===== src/rtl/hazard_scoreboard_pkg.sv =====
// Shared types and constants for the hazard scoreboard: register address width,
// the tag-slot layout and the all-zero bubble slot.
package hazard_scoreboard_pkg;

  localparam int unsigned RegAddressLen = 4;

  typedef logic [RegAddressLen-1:0] reg_addr_t;

  typedef struct packed {
    logic      valid;
    logic      wb_en;
    logic      mem_read;
    reg_addr_t dst;
  } slot_t;

  localparam slot_t SbBubble = '0;

  // A slot only matters to hazard detection when it will really write a register.
  function automatic logic slot_live(slot_t s);
    return s.valid & s.wb_en;
  endfunction

endpackage


===== src/rtl/hazard_scoreboard_if.sv =====
// ID-stage request, pipeline control and forwarding-tag bundle of the hazard scoreboard.
// master = pipeline side driving ID/control, slave = the scoreboard itself.
interface hazard_scoreboard_if;
  import hazard_scoreboard_pkg::*;

  logic      en_forwarding;
  logic      freeze;
  logic      flush;
  logic      ID_valid;
  reg_addr_t ID_src1;
  reg_addr_t ID_src2;
  logic      ID_two_src;
  reg_addr_t ID_dst;
  logic      ID_wb_en;
  logic      ID_mem_read;
  logic      hazard_stall;
  reg_addr_t MEM_dst;
  logic      MEM_wb_en;
  reg_addr_t WB_dst;
  logic      WB_wb_en;

  modport master (
    output en_forwarding, freeze, flush, ID_valid, ID_src1, ID_src2, ID_two_src,
           ID_dst, ID_wb_en, ID_mem_read,
    input  hazard_stall, MEM_dst, MEM_wb_en, WB_dst, WB_wb_en
  );

  modport slave (
    input  en_forwarding, freeze, flush, ID_valid, ID_src1, ID_src2, ID_two_src,
           ID_dst, ID_wb_en, ID_mem_read,
    output hazard_stall, MEM_dst, MEM_wb_en, WB_dst, WB_wb_en
  );

endinterface


===== src/rtl/hazard_scoreboard_slot.sv =====
// Scoreboard tag slot: one {valid, wb_en, mem_read, dst} register with load, hold and
// clear-to-bubble. Reset and clear take priority over load.
module hazard_scoreboard_slot
  import hazard_scoreboard_pkg::*;
(
  input  logic  clk,
  input  logic  rst,
  input  logic  load,
  input  logic  clear,
  input  slot_t d,
  output slot_t q
);

  always_ff @(posedge clk) begin
    if (rst) begin
      q <= SbBubble;
    end else if (clear) begin
      q <= SbBubble;
    end else if (load) begin
      q <= d;
    end
  end

endmodule


===== src/rtl/hazard_scoreboard.sv =====
// Hazard scoreboard: tracks EXE/MEM/WB destination tags, raises the ID stall and feeds the
// forwarding selector. Optional stall counter enabled by HAZARD_STALL_COUNTER_EN.
module hazard_scoreboard
  import hazard_scoreboard_pkg::*;
(
  input  logic               clk,
  input  logic               rst,
`ifdef HAZARD_STALL_COUNTER_EN
  output logic        [31:0] stall_cycles,
`endif
  hazard_scoreboard_if.slave sb
);

  slot_t exe_q;
  slot_t mem_q;
  slot_t wb_q;
  slot_t id_slot;

  logic advance;
  logic take_id;
  logic exe_match;
  logic mem_match;
  logic stall;

  assign id_slot = '{valid: 1'b1, wb_en: sb.ID_wb_en, mem_read: sb.ID_mem_read,
                     dst: sb.ID_dst};

  always_comb begin
    exe_match = sb.ID_valid & ((exe_q.dst == sb.ID_src1) |
                               (sb.ID_two_src & (exe_q.dst == sb.ID_src2)));
    mem_match = sb.ID_valid & ((mem_q.dst == sb.ID_src1) |
                               (sb.ID_two_src & (mem_q.dst == sb.ID_src2)));
    // WB is never checked: the register file writes on the falling edge.
    if (sb.en_forwarding) begin
      stall = slot_live(exe_q) & exe_q.mem_read & exe_match;
    end else begin
      stall = (slot_live(exe_q) & exe_match) | (slot_live(mem_q) & mem_match);
    end
  end

  assign advance = ~sb.freeze;
  assign take_id = sb.ID_valid & ~stall & ~sb.flush;

  hazard_scoreboard_slot u_exe_slot (
    .clk   (clk),
    .rst   (rst),
    .load  (advance & take_id),
    .clear (advance & ~take_id),
    .d     (id_slot),
    .q     (exe_q)
  );

  hazard_scoreboard_slot u_mem_slot (
    .clk   (clk),
    .rst   (rst),
    .load  (advance),
    .clear (1'b0),
    .d     (exe_q),
    .q     (mem_q)
  );

  hazard_scoreboard_slot u_wb_slot (
    .clk   (clk),
    .rst   (rst),
    .load  (advance),
    .clear (1'b0),
    .d     (mem_q),
    .q     (wb_q)
  );

  assign sb.hazard_stall = stall;
  assign sb.MEM_dst      = mem_q.dst;
  assign sb.MEM_wb_en    = slot_live(mem_q);
  assign sb.WB_dst       = wb_q.dst;
  assign sb.WB_wb_en     = slot_live(wb_q);

  logic unused_mem_read;
  assign unused_mem_read = mem_q.mem_read ^ wb_q.mem_read;

`ifdef HAZARD_STALL_COUNTER_EN
  always_ff @(posedge clk) begin
    if (rst) begin
      stall_cycles <= '0;
    end else if (stall && !sb.freeze && (stall_cycles != 32'hFFFF_FFFF)) begin
      stall_cycles <= stall_cycles + 32'd1;
    end
  end
`endif

endmodule


===== src/flat_wrapper.sv =====
// flat-port wrapper written by rule: the top's interface ports become plain ports
module hazard_scoreboard_flat import hazard_scoreboard_pkg::*;
  (clk, rst, sb_en_forwarding, sb_freeze, sb_flush, sb_ID_valid, sb_ID_src1, sb_ID_src2, sb_ID_two_src, sb_ID_dst, sb_ID_wb_en, sb_ID_mem_read, sb_hazard_stall, sb_MEM_dst, sb_MEM_wb_en, sb_WB_dst, sb_WB_wb_en);
  hazard_scoreboard_if sb_i ();
  input  logic clk;
  input  logic rst;
  input wire logic [$bits(sb_i.en_forwarding)-1:0] sb_en_forwarding;
  input wire logic [$bits(sb_i.freeze)-1:0] sb_freeze;
  input wire logic [$bits(sb_i.flush)-1:0] sb_flush;
  input wire logic [$bits(sb_i.ID_valid)-1:0] sb_ID_valid;
  input wire logic [$bits(sb_i.ID_src1)-1:0] sb_ID_src1;
  input wire logic [$bits(sb_i.ID_src2)-1:0] sb_ID_src2;
  input wire logic [$bits(sb_i.ID_two_src)-1:0] sb_ID_two_src;
  input wire logic [$bits(sb_i.ID_dst)-1:0] sb_ID_dst;
  input wire logic [$bits(sb_i.ID_wb_en)-1:0] sb_ID_wb_en;
  input wire logic [$bits(sb_i.ID_mem_read)-1:0] sb_ID_mem_read;
  output wire logic [$bits(sb_i.hazard_stall)-1:0] sb_hazard_stall;
  output wire logic [$bits(sb_i.MEM_dst)-1:0] sb_MEM_dst;
  output wire logic [$bits(sb_i.MEM_wb_en)-1:0] sb_MEM_wb_en;
  output wire logic [$bits(sb_i.WB_dst)-1:0] sb_WB_dst;
  output wire logic [$bits(sb_i.WB_wb_en)-1:0] sb_WB_wb_en;
  assign sb_i.en_forwarding = sb_en_forwarding;
  assign sb_i.freeze = sb_freeze;
  assign sb_i.flush = sb_flush;
  assign sb_i.ID_valid = sb_ID_valid;
  assign sb_i.ID_src1 = sb_ID_src1;
  assign sb_i.ID_src2 = sb_ID_src2;
  assign sb_i.ID_two_src = sb_ID_two_src;
  assign sb_i.ID_dst = sb_ID_dst;
  assign sb_i.ID_wb_en = sb_ID_wb_en;
  assign sb_i.ID_mem_read = sb_ID_mem_read;
  assign sb_hazard_stall = sb_i.hazard_stall;
  assign sb_MEM_dst = sb_i.MEM_dst;
  assign sb_MEM_wb_en = sb_i.MEM_wb_en;
  assign sb_WB_dst = sb_i.WB_dst;
  assign sb_WB_wb_en = sb_i.WB_wb_en;
  hazard_scoreboard u_core (.clk(clk), .rst(rst), .sb(sb_i));
endmodule

===== config.mk =====
export PLATFORM = sky130hd
export DESIGN_NAME = hazard_scoreboard_flat
export DESIGN_NICKNAME = d
export VERILOG_FILES = /design/src/rtl/hazard_scoreboard_pkg.sv /design/src/rtl/hazard_scoreboard_if.sv /design/src/rtl/hazard_scoreboard_slot.sv /design/src/rtl/hazard_scoreboard.sv /design/src/flat_wrapper.sv
export SDC_FILE = /design/constraint.sdc
export NUM_CORES = 1
export LEC_CHECK = 0
export CELL_PAD_IN_SITES_DETAIL_PLACEMENT = 1
export CELL_PAD_IN_SITES_GLOBAL_PLACEMENT = 1
export CORE_MARGIN = 1.5
export CORE_UTILIZATION = 30
export DETAILED_ROUTE_END_ITERATION = 12
export GPL_TIMING_DRIVEN = 1
export PLACE_DENSITY = 0.82
export SETUP_SLACK_MARGIN = 0.15
export SLEW_MARGIN = 5
export SYNTH_ARGS = -nofsm -noshare
export SYNTH_HDL_FRONTEND = slang
export SYNTH_SLANG_ARGS = --single-unit

===== constraint.sdc =====
create_clock -name clk -period 1.4 [get_ports clk]
set_input_delay 0.21 -clock clk [delete_from_list [all_inputs] [get_ports clk]]
set_output_delay 0.21 -clock clk [all_outputs]
set_load 0.02 [all_outputs]

Word level (Yosys, flattened, before mapping)
Index checks and enable logic that the tools add are counted.

Input bits: 21. Output and inout port bits: 11. Register bits: 19.

Equality and inequality tests: 4. Bitwise operators: 22. Reductions and logical operators: 1. Multiplexer cells: 1.

Operators with widths (number): equality test 4 bit (4); AND 1 bit (15); NOT 1 bit (4); bitwise OR 1 bit (3); OR reduction 2 bit (1); 2-to-1 mux 1 bit (1).

Depth between registers and ports, before layout
Word-level depth: 13. Depth in mapped cells: 5. Depth with buffers taken out: 5.

Cells and area by module
Synthesis repeated with hierarchy kept, for this count alone.

Cell total of the unflattened synthesis: 110. Area total of the unflattened synthesis: 1042.2 µm².

By module, submodules not included: hazard_scoreboard_slot (instances 3, cells an instance 24, sequential area each 140.1 µm², area each 252.7 µm²); hazard_scoreboard (instances 1, cells an instance 38, sequential area each 0.0 µm², area each 284.0 µm²).

Worst setup path before layout
Ideal clock, no wire load.

Kind: register -> output. Start: reg u_core.u_exe_slot.q[1] (netlist bit). End: out sb_hazard_stall. Arrival time: 1365 ps. Path slack: -175 ps. Stages on the path, launching flop included: 5. Cell sequence: dfxtp_1 xor2_1 o41ai_4 a21oi_1 nor2b_1.

Cells in the longest elaborated chain, start to end: 7. Elaborated cells on any way between the ends: 9. Classes of those cells: eq/ne (2); mux (1); bitwise (6).

RTL lines: start: declaration (RTL line hazard_scoreboard_slot.sv:11) `output slot_t q`; start signal: assignment (RTL line hazard_scoreboard_slot.sv:16) `q <= SbBubble;`; start signal: assignment (RTL line hazard_scoreboard_slot.sv:18) `q <= SbBubble;`; equality test 4 bit (RTL line hazard_scoreboard.sv:30) `(sb.ID_two_src & (exe_q.dst == sb.ID_src2)));`; AND 1 bit (RTL line hazard_scoreboard.sv:30); bitwise OR 1 bit * (RTL line hazard_scoreboard.sv:29) `exe_match = sb.ID_valid & ((exe_q.dst == sb.ID_src1) |`; AND 1 bit * (RTL line hazard_scoreboard.sv:29); AND 1 bit (RTL line hazard_scoreboard.sv:37) `stall = (slot_live(exe_q) & exe_match) | (slot_live(mem_q) & mem_match);`; bitwise OR 1 bit (RTL line hazard_scoreboard.sv:37); 2-to-1 mux 1 bit * (RTL line hazard_scoreboard.sv:34) `if (sb.en_forwarding) begin`; end: declaration (RTL line flat_wrapper.sv:17) `output wire logic [$bits(sb_i.hazard_stall)-1:0] sb_hazard_stall;`.

Every way passes the cells marked *; elsewhere a longest branch is shown, timed or not.

Final worst setup path
Start: in sb_ID_src2[0]. End: out sb_hazard_stall.

Cells in the longest elaborated chain, start to end: 7. Elaborated cells on any way between the ends: 13. Classes of those cells: eq/ne (2); mux (1); bitwise (10).

RTL lines: start: declaration (RTL line flat_wrapper.sv:12) `input wire logic [$bits(sb_i.ID_src2)-1:0] sb_ID_src2;`; equality test 4 bit, on equally long branches (RTL line hazard_scoreboard.sv:30, hazard_scoreboard.sv:32); AND 1 bit, on equally long branches (RTL line hazard_scoreboard.sv:30, hazard_scoreboard.sv:32); bitwise OR 1 bit, on equally long branches (RTL line hazard_scoreboard.sv:29, hazard_scoreboard.sv:31); AND 1 bit, on equally long branches (RTL line hazard_scoreboard.sv:29, hazard_scoreboard.sv:31); AND 1 bit (RTL line hazard_scoreboard.sv:37); bitwise OR 1 bit (RTL line hazard_scoreboard.sv:37); 2-to-1 mux 1 bit * (RTL line hazard_scoreboard.sv:34).

Marks and branches as above.

==> impl_results.md <==
- Outcome: finished, violations left
- Violated checks: setup timing
- Final wirelength: 2810 um
- Post-Place Setup Slack: -950.9 ps
- Post-synth top area cell: dfxtp_1
- Final ANT Viol Nets: 0
- Nets@finish: between 150 and 200
- Chip Height: ~60 um
- Top_reg_cell synth: dfxtp_1
- Gpl congestion: 0.9086
- CTS tree: yes
- R2R setup slack: -350 ps
- WL/cell: 14.64 um
- Layout cells sized above 1: 39.86%
- Slew HR: approximately two thirds
- Critical path class: in -> out
- Num rows: 20
- Tightest Pin Transition: a little over 500 ps
- FF/Latch Area: between 300 and 400 um2
- Post-synthesis sequential area ratio: 38.92%
- Synth Register Bits: 19
- Die Area: between 3000 and 4000 um2
- Final instance area: 1562 um2
- Overall Power: approximately 1000 uW
- Critical path endpoint category: output pin
- Req. time, crit path: between 1000 and 1500 ps
- # fillers: 346
- GR Util All Layers: between 10% and 20%
- Worst skew pair latency: about 300 ps
- Hold Vio Cnt, Final: 0
- H-Tree Level Count: 1
- Max Buffers Root-to-Sink: 2
- Count of input and output buffers: 31
- Crit path time final: ~1900 ps
- Sw Ratio: approximately a quarter
- IO Pins: 32
- Reg-to-reg critical path startpoint: u_core.u_exe_slot.q[1]$_SDFFE_PP0P_
- Hold depth: 2
- Combinational power share: a little under a fifth
- Synth top cells by count: 19 x dfxtp_1, 12 x mux2i_1, 12 x nor2_1, 9 x xnor2_1, 8 x buf_4
- Dpl cell area: 1445 um2
- Mapped Area: 977.2 um2
- Worst r2r path cells: 7
- Via count: ~850
- Post-synth ARST share: 0%
- Most frequent cell after synthesis: dfxtp_1
- CTS Sinks: 19
- Post-synth EDFFs: 0
- WHS Endpoint: u_core.u_wb_slot.q[2]$_SDFFE_PP0N_
- Area Overhead vs Synth: 59.80%
- Hold WC Path Type: reg -> reg
- Hpwl dp: roughly 2000 um
- Fin crit share: 133.6%
- Drt pass-1 iters: 2
- Synth area leaders: dfxtp_1 39%, mux2i_1 12%, xnor2_1 8.1%, xor2_1 6.3%, buf_4 6.1%
- Int Pwr: approximately 770 uW
- Initial antenna violation count: 0
- Pwr dens: approximately 670 nW/um2
- Largest net degree at the start of global routing: 14
- Pleak: between 0.0007 and 0.0008 uW
- Yosys warns: 0
- Inserted Diodes: 0
- First-pass GRT wire length: between 4000 and 5000 um
- Root Buffer: clkbuf_4
- DRC Markers: 0
- Final worst setup slack: -470.8 ps
- Final Max Slew Viols: 0
- CTS clock-pin slew for the worst setup and hold paths: 110 ps
- Final Setup Violations: 8
- Mapped Cells: 96
- Total CTS buffers: 3
- Clk pwr share: between 20% and 30%
- Synthesized Nets: ~120
- Hold path start: u_core.u_wb_slot.q[2]$_SDFFE_PP0N_
- CP Data Arrival Time: roughly 1700 ps
- Vias in the first global route: 960
- MaxCap Viol Count: 0
- Core Region: between 3000 and 4000 um2
- CP max FO: 2
- Avg Synthesized Cell Area: approximately 10 um2
- Top-area cell type share of the netlist area: approximately two fifths
- Area of the multi-input gates: 553.0 um2
- Peak Freq: 534.5 MHz
- Hold Buf Count CTS: 0
- Drt via density: ~4.4
- Initial Util: about a third
- Iter 0 DRT Violations: 18
- CP startpoint kind: input pin
- Skew final: approximately 5.3 ps
- Global route overflow: 0
- Die Span X: between 60 and 70 um
- Count of cell types in the netlist: 24
- RR Endpoint: u_core.u_exe_slot.q[1]$_SDFFE_PP0P_
- Switching power: roughly 270 uW
- Max rail drop VDD: approximately 0.00052 V
- Seq pwr share: a little over half
- RSZ-0062 raised after global routing: true
-- worst max path at each step --
stage / start / end / slack (ps)
after CTS: u_core.u_exe_slot.q[2]$_SDFFE_PP0P_ / sb_hazard_stall / -530
after detailed placement: sb_ID_src2[1] / sb_hazard_stall / -950
final: sb_ID_src2[0] / sb_hazard_stall / -470
after floorplan: u_core.u_exe_slot.q[1]$_SDFFE_PP0P_ / sb_hazard_stall / -50
after global placement: sb_ID_src1[0] / sb_hazard_stall / -890
after global routing: u_core.u_mem_slot.q[1]$_SDFFE_PP0N_ / sb_hazard_stall / -570
-- power by group through the flow --
stage	Combinational, uW	Clock [uW]	Sequential [uW]
2_1_floorplan	79.3	0	569
3_3_place_gp	180	0	569
3_5_place_dp	185	0	570
4_1_cts	197	299	554
5_1_grt	212	332	554
6_report	197	291	553
-- layer usage --
metal  vias up  GRT usage, %  wire (um)
li1        422             -          -
met1       406         19.58       1187
met2        20         34.16       1491
met3         4         4.545        111
met4         0         2.857         19
met5         -             0          0
-- metrics by stage --
stage | util [%] | hold WS (ps) | TNS [ps] | cells
2_1_floorplan | - | 275.0 | -54.98 | 96
3_3_place_gp | 46.95 | 471.2 | -4456 | 182
3_5_place_dp | 46.95 | 492.7 | -4857 | 182
4_1_cts | 49.59 | 496.8 | -3117 | 190
5_1_grt | 50.73 | 491.3 | -3293 | 192
6_report | 50.73 | 504.5 | -2808 | 192
-- critical path: stages --
cell and delay (ps):
clkdlybuf4s50_1 470, xor2_1 210, o41ai_4 390, a21oi_2 120
nor2b_2 140, buf_6 130
-- what timing repair did --
action / CTS / global route
gates resized for setup: 49 / 10
buffers inserted: 4 / 2
pin swaps: 5 / 7
endpoints found under the setup margin: 18 / 12
-- cell type report --
| type | instances | share of cell area (%) |
|---|---|---|
| clock buffer | 3 | 1.442 |
| timing repair buffer | 60 | 33.41 |
| sequential | 19 | 25.48 |
| tap | 44 | 3.526 |
| inverter | 1 | 0.2404 |
| clock inverter | 1 | 0.4808 |
| multi-input combinational | 64 | 35.42 |
-- flip-flops by register name, summed over array words and instances (netlist names) --
register,cells
u_core.u_mem_slot.q,6
u_core.u_exe_slot.q,7
u_core.u_wb_slot.q,6
-- logic make-up (layout without fill, tap and decap cells) --
logic type,count (synthesis),in the layout,synth area share (%)
flops,19,19,38.92
buf+inv,13,65,8.962
mux,12,12,12.29
simple gates,24,24,12.55
compound gates,12,12,12.93
xor+xnor,16,16,14.34
-- cells in the final DEF, fill, tap and decap left out, drive strengths merged --
cell,n
buf,36
dfxtp,19
clkdlybuf4s50,17
mux2i,12
nor2,12
xnor2,9
xor2,7
a22o,6
clkbuf,3
dlygate4sd2,3
nand2,2
nand3,2
dlymetal6s2s,2
clkdlybuf4s15,2
and2,2
a21oi,2
nor2b,2
inv,1
nand4,1
o41ai,1
and3b,1
nor4,1
o2bb2ai,1
or4b,1
a211oi,1
a21o,1
clkinvlp,1
Power figures use the tool's default switching activity.
